==> config.mk <==
export PLATFORM = sky130hd
export DESIGN_NAME = prog_chain_ctrl
export DESIGN_NICKNAME = d
export VERILOG_FILES = /design/src/rtl/prog_chain_ctrl.sv
export SDC_FILE = /design/constraint.sdc
export NUM_CORES = 1
export LEC_CHECK = 0
export BUFFER_PORTS_ARGS = -buffer_cell sky130_fd_sc_hd__buf_2
export CORE_MARGIN = 1.5
export CORE_UTILIZATION = 28
export CTS_CLUSTER_DIAMETER = 80
export DETAILED_ROUTE_END_ITERATION = 16
export GPL_ROUTABILITY_DRIVEN = 0
export PLACE_DENSITY = 0.52
export SETUP_SLACK_MARGIN = 0.4
export SKIP_LAST_GASP = 1
export SLEW_MARGIN = 5
export SYNTH_ARGS = -nofsm -noshare
export SYNTH_HDL_FRONTEND = slang
export SYNTH_SLANG_ARGS = --single-unit
==> constraint.sdc <==
create_clock -name prog_clk -period 5.1 [get_ports prog_clk]
set_clock_uncertainty 0.2 [all_clocks]
set_input_delay 0.765 -clock prog_clk [delete_from_list [all_inputs] [get_ports prog_clk]]
set_output_delay 0.765 -clock prog_clk [all_outputs]
set_load 0.005 [all_outputs]
==> src/rtl/prog_chain_ctrl.sv <==
// Bitstream loader for the tile programming scan chain: resets the chain, then shifts
// bit_count bits LSB-first from a valid/ready word stream. Optional readback CRC: PROG_CRC_EN.
module prog_chain_ctrl #(
    parameter int unsigned WORD_W     = 32,
    parameter int unsigned LEN_W      = 20,
    parameter int unsigned RST_CYCLES = 4   // must be >= 1
) (
    input  logic              prog_clk,
    input  logic              prog_rst_n,
    input  logic              start,
    input  logic [LEN_W-1:0]  bit_count,
    input  logic              wr_valid,
    input  logic [WORD_W-1:0] wr_data,
    output logic              wr_ready,
    output logic              prog_rst,
    output logic              prog_we,
    output logic              prog_din,
    input  logic              prog_dout,
    input  logic              prog_we_o,
    output logic              prog_done,
    output logic              busy,
    output logic              error
`ifdef PROG_CRC_EN
    ,
    output logic [15:0]       crc
`endif
);

    localparam int unsigned NSH_W = $clog2(WORD_W + 1);
    localparam int unsigned RCW   = (RST_CYCLES > 1) ? $clog2(RST_CYCLES) : 1;

    typedef enum logic [2:0] {
        S_IDLE,
        S_RST,
        S_LOAD,
        S_SHIFT,
        S_DONE
    } state_e;

    state_e            state_q, state_d;
    logic [LEN_W-1:0]  remaining_q, remaining_d;
    logic [NSH_W-1:0]  nshift_q, nshift_d;
    logic [WORD_W-1:0] shreg_q, shreg_d;
    logic [RCW-1:0]    rcnt_q, rcnt_d;
    logic              din_d;
    logic              error_d;

    always_comb begin
        state_d     = state_q;
        remaining_d = remaining_q;
        nshift_d    = nshift_q;
        shreg_d     = shreg_q;
        rcnt_d      = rcnt_q;
        din_d       = 1'b0;
        error_d     = error;
        unique case (state_q)
            S_IDLE, S_DONE: begin
                if (start) begin
                    if (bit_count == '0) begin
                        error_d = 1'b1;
                    end else begin
                        error_d     = 1'b0;
                        remaining_d = bit_count;
                        rcnt_d      = RCW'(RST_CYCLES - 1);
                        state_d     = S_RST;
                    end
                end
            end
            S_RST: begin
                if (rcnt_q == '0) begin
                    state_d = S_LOAD;
                end else begin
                    rcnt_d = rcnt_q - RCW'(1);
                end
            end
            S_LOAD: begin
                if (wr_valid && wr_ready) begin
                    state_d = S_SHIFT;
                    din_d   = wr_data[0];
                    shreg_d = wr_data >> 1;
                    if (32'(remaining_q) >= WORD_W) begin
                        nshift_d = NSH_W'(WORD_W);
                    end else begin
                        nshift_d = NSH_W'(remaining_q);
                    end
                end
            end
            S_SHIFT: begin
                // prog_din already holds the current bit; shreg_q holds the bits still to come
                remaining_d = remaining_q - LEN_W'(1);
                nshift_d    = nshift_q - NSH_W'(1);
                if (remaining_q == LEN_W'(1)) begin
                    state_d = S_DONE;
                    shreg_d = '0;
                end else if (nshift_q == NSH_W'(1)) begin
                    state_d = S_LOAD;
                end else begin
                    din_d   = shreg_q[0];
                    shreg_d = shreg_q >> 1;
                end
            end
            default: state_d = S_IDLE;
        endcase
    end

    always_ff @(posedge prog_clk or negedge prog_rst_n) begin
        if (!prog_rst_n) begin
            state_q     <= S_IDLE;
            remaining_q <= '0;
            nshift_q    <= '0;
            shreg_q     <= '0;
            rcnt_q      <= '0;
            wr_ready    <= 1'b0;
            prog_rst    <= 1'b0;
            prog_we     <= 1'b0;
            prog_din    <= 1'b0;
            prog_done   <= 1'b0;
            busy        <= 1'b0;
            error       <= 1'b0;
        end else begin
            state_q     <= state_d;
            remaining_q <= remaining_d;
            nshift_q    <= nshift_d;
            shreg_q     <= shreg_d;
            rcnt_q      <= rcnt_d;
            wr_ready    <= (state_d == S_LOAD);
            prog_rst    <= (state_d == S_RST);
            prog_we     <= (state_d == S_SHIFT);
            prog_din    <= din_d;
            prog_done   <= (state_d == S_DONE);
            busy        <= (state_d == S_RST) || (state_d == S_LOAD) || (state_d == S_SHIFT);
            error       <= error_d;
        end
    end

`ifdef PROG_CRC_EN
    logic [15:0] crc_q, crc_d;

    // Tail samples are taken only while loading/shifting, so the value freezes in DONE
    always_comb begin
        crc_d = crc_q;
        if (state_q == S_RST) begin
            crc_d = 16'hFFFF;
        end else if (((state_q == S_LOAD) || (state_q == S_SHIFT)) && prog_we_o) begin
            crc_d = {crc_q[14:0], 1'b0} ^ ((crc_q[15] ^ prog_dout) ? 16'h1021 : 16'h0000);
        end
    end

    always_ff @(posedge prog_clk or negedge prog_rst_n) begin
        if (!prog_rst_n) begin
            crc_q <= '0;
        end else begin
            crc_q <= crc_d;
        end
    end

    assign crc = crc_q;
`else
    logic unused_tail;
    assign unused_tail = prog_dout ^ prog_we_o;
`endif

endmodule

==> results.toml <==
[power_and_ir_drop]
ir_drop_mv = 0.181
switching_share = 0.364
p_int_mw = 1.50
p_leak_nw = 1.91
p_seq_frac = 0.389
cellPowerDensity_nw_per_um2 = 488
power_frac_clock = 0.282
p_sw_uw = 857
comb_power_share = 0.329

[timing]
relSlewSlack = 0.195
report.final.slew_viol_count = 0
setup_viol = 0
fin_ws_ns = 2.27
finalCritPeriodShare = 0.556
tightest_slew_ns = 1.21
finalHoldWorstSlack_ns = 0.278
hold_viol = 0
rsz0062_at_grt = "no"
layout_min_cycle_time_ns = 2.83
tns_ns = 0
fmax_mhz = 353

[global_routing]
grt_pass1_wl_mm = 18.9
grt_pass1_vias = 3657
overflow = 0
antenna_found_initial = 0
grt_start_max_net_pins = 50
track_usage = 0.159

[clock_network]
cts_resized = 0
clock_path_buffers = 2
cts_made_buffers = 9
root_buffer = "clkbuf_16"
cts_tree = "done"
cts_max_level = 3
clkSinkCount = 69
clk_latency_ns = 0.33
clk_pin_slew_ns = 0.06
cts_setup_buffers = 0
hold_buffers = 0

[job]
cap_violations = 0

[layout]
fill_cells = 1514
instances_no_fill = 674
nets = 549
area_growth_pct = 17.6
num_antenna_cells = 0
fin_area_um2 = 4820
drive_gt1_frac = 0.216

[yosys]
synthFlopType = "dfrtp_1"
syn_avg_cell_area_um2 = 9.21
synth_edf_count = 0
synth.cell_area_um2 = 4100
yosysTopAreaCell = "dfrtp_1"
synth_seq_cells = 69
synthTopCellsByCount = "dfrtp_1 (69), nor2_1 (53), a21oi_1 (46)"
ys_warn_count = 0
synth.distinct_cells = 66
ys_top_cells_by_area = "dfrtp_1 (42%), a211oi_1 (7.5%), a21oi_1 (5.6%)"
synthArstFlopShare = 1.00
synth_fp_nets = 509
yosysSeqAreaShare = 0.421
synth_most_common_cell = "dfrtp_1"
synth.top_cell.area_share = 0.421
syn_inst = 445

[setup_path]
crit_type = "reg2reg"
cp_slowest_cell = "or4b_1"
critPathArrivalTime_ns = 2.83
path_max_fanout = 33
cpPeakStageDelay_ns = 0.97
path_cells = "inv_1, ha_1, or4b_1, nand2b_4, o21ai_0, a21oi_1"
crit_required_ns = 5.09
startpoint_type = "flop"
critPathCaptureType = "flop"

[floorplan]
pin_count = 65
dieWidth_um = 124
core_area_um2 = 14400
start_util = 0.284
die_h_um = 124
dieArea_um2 = 15400
std_cell_rows = 44

[placement]
dp.cells = 658
io_buffers = 62
post-dp-hpwl_mm = 7.68
dp_slack_ns = 2.23
place_area_um2 = 4510

[routing]
via_count = 3682
drtIter0Drc = 166
drt_wl_total_mm = 11.5
post_drt_via_cell_ratio = 5.46
drc_errors = 0
post_drt_wl_per_cell_um = 17.1
ant_nets = 0
first_pass_iters = 4

[status]
status = "completed"

[worst_hold_path]
hp-class = "reg2reg"
## layout by cell type, fill, tap and decap left out, drive strengths merged, types with 5 or more instances in the layout
cell	count
a211oi	41
nand2	14
o22ai	30
buf	68
nor4	13
nand4	7
nor3	9
ha	6
nor2	54
clkbuf	12
nand4b	5
o21ai	13
inv	12
nand3	7
a21oi	46
and3	7
dfrtp	69
## stage by stage
| stage | util | power (mW) |
|---|---|---|
| after CTS | 0.334 | 2.37 |
| after global placement | 0.313 | 1.67 |
| final | 0.334 | 2.35 |
| after detailed placement | 0.313 | 1.69 |
| after floorplan | - | 1.48 |
| after global routing | 0.334 | 2.52 |
## critical path, delay by kind of cell, from the launching register on
family	cells	cell delay (ns)
and+or+nand+nor	2	1.34
DFF	1	0.45
AOI/OAI and AO/OA	2	0.42
adders and majority gates	1	0.14
buffers and inverters	1	0.13
## path summary, 6_finish.rpt
kind / start / end / slack, ns / cells after the start
worst max-delay path: remaining_q[1] / shreg_q[30] / 2.27 / 6
worst min-delay path: error / error / 0.28 / 2
worst max register to register: remaining_q[1] / shreg_q[30] / 2.27 / 6
worst min register to register: error / error / 0.28 / 2
max in group asynchronous: prog_rst_n / rcnt_q[0] / 3.40 / 2
min in group asynchronous: prog_rst_n / remaining_q[13] / 0.34 / 1
## registers in the layout (all words and copies together), names as in the netlist, 2 cells and up
| register | cells |
|---|---|
| nshift_q | 6 |
| rcnt_q | 2 |
| remaining_q | 20 |
| shreg_q | 31 |
| state_q | 3 |
## metal layers
metal,GRT usage,routed length [um]
met1,0.220,5630
met2,0.242,5240
met3,0.0348,480
met4,0.0618,187
met5,0,0
## cell families (layout without fill, tap and decap cells)
family,count (synthesis),after routing,synth area share
and+or+nand+nor,143,143,0.207
xor gates and xnor gates,3,3,0.00641
AOI/OAI and AO/OA,168,168,0.281
buffers and inverters,51,96,0.0540
DFF,69,69,0.421
muxes,5,5,0.0125
adders and majority gates,6,6,0.0183
## layout make-up
class,count,area [um2],area share
repair buffers,68,355,0.0737
multi-input cells,325,2150,0.447
clock buffers,12,236,0.0491
flip-flops and latches,69,1730,0.358
clock inverters,4,72.6,0.0151
well taps,184,230,0.0478
inverters,12,45.0,0.00935
## power by group through the flow
stage          clock network (mW)  logic [mW]  registers [mW]
5_1_grt                     0.701       0.877           0.939
6_report                    0.665       0.774           0.914
2_1_floorplan                   0       0.605           0.870
3_5_place_dp                    0       0.774           0.920
3_3_place_gp                    0       0.761           0.913
4_1_cts                     0.683       0.780           0.911
Note: power is estimated with default switching activity, not from simulation.
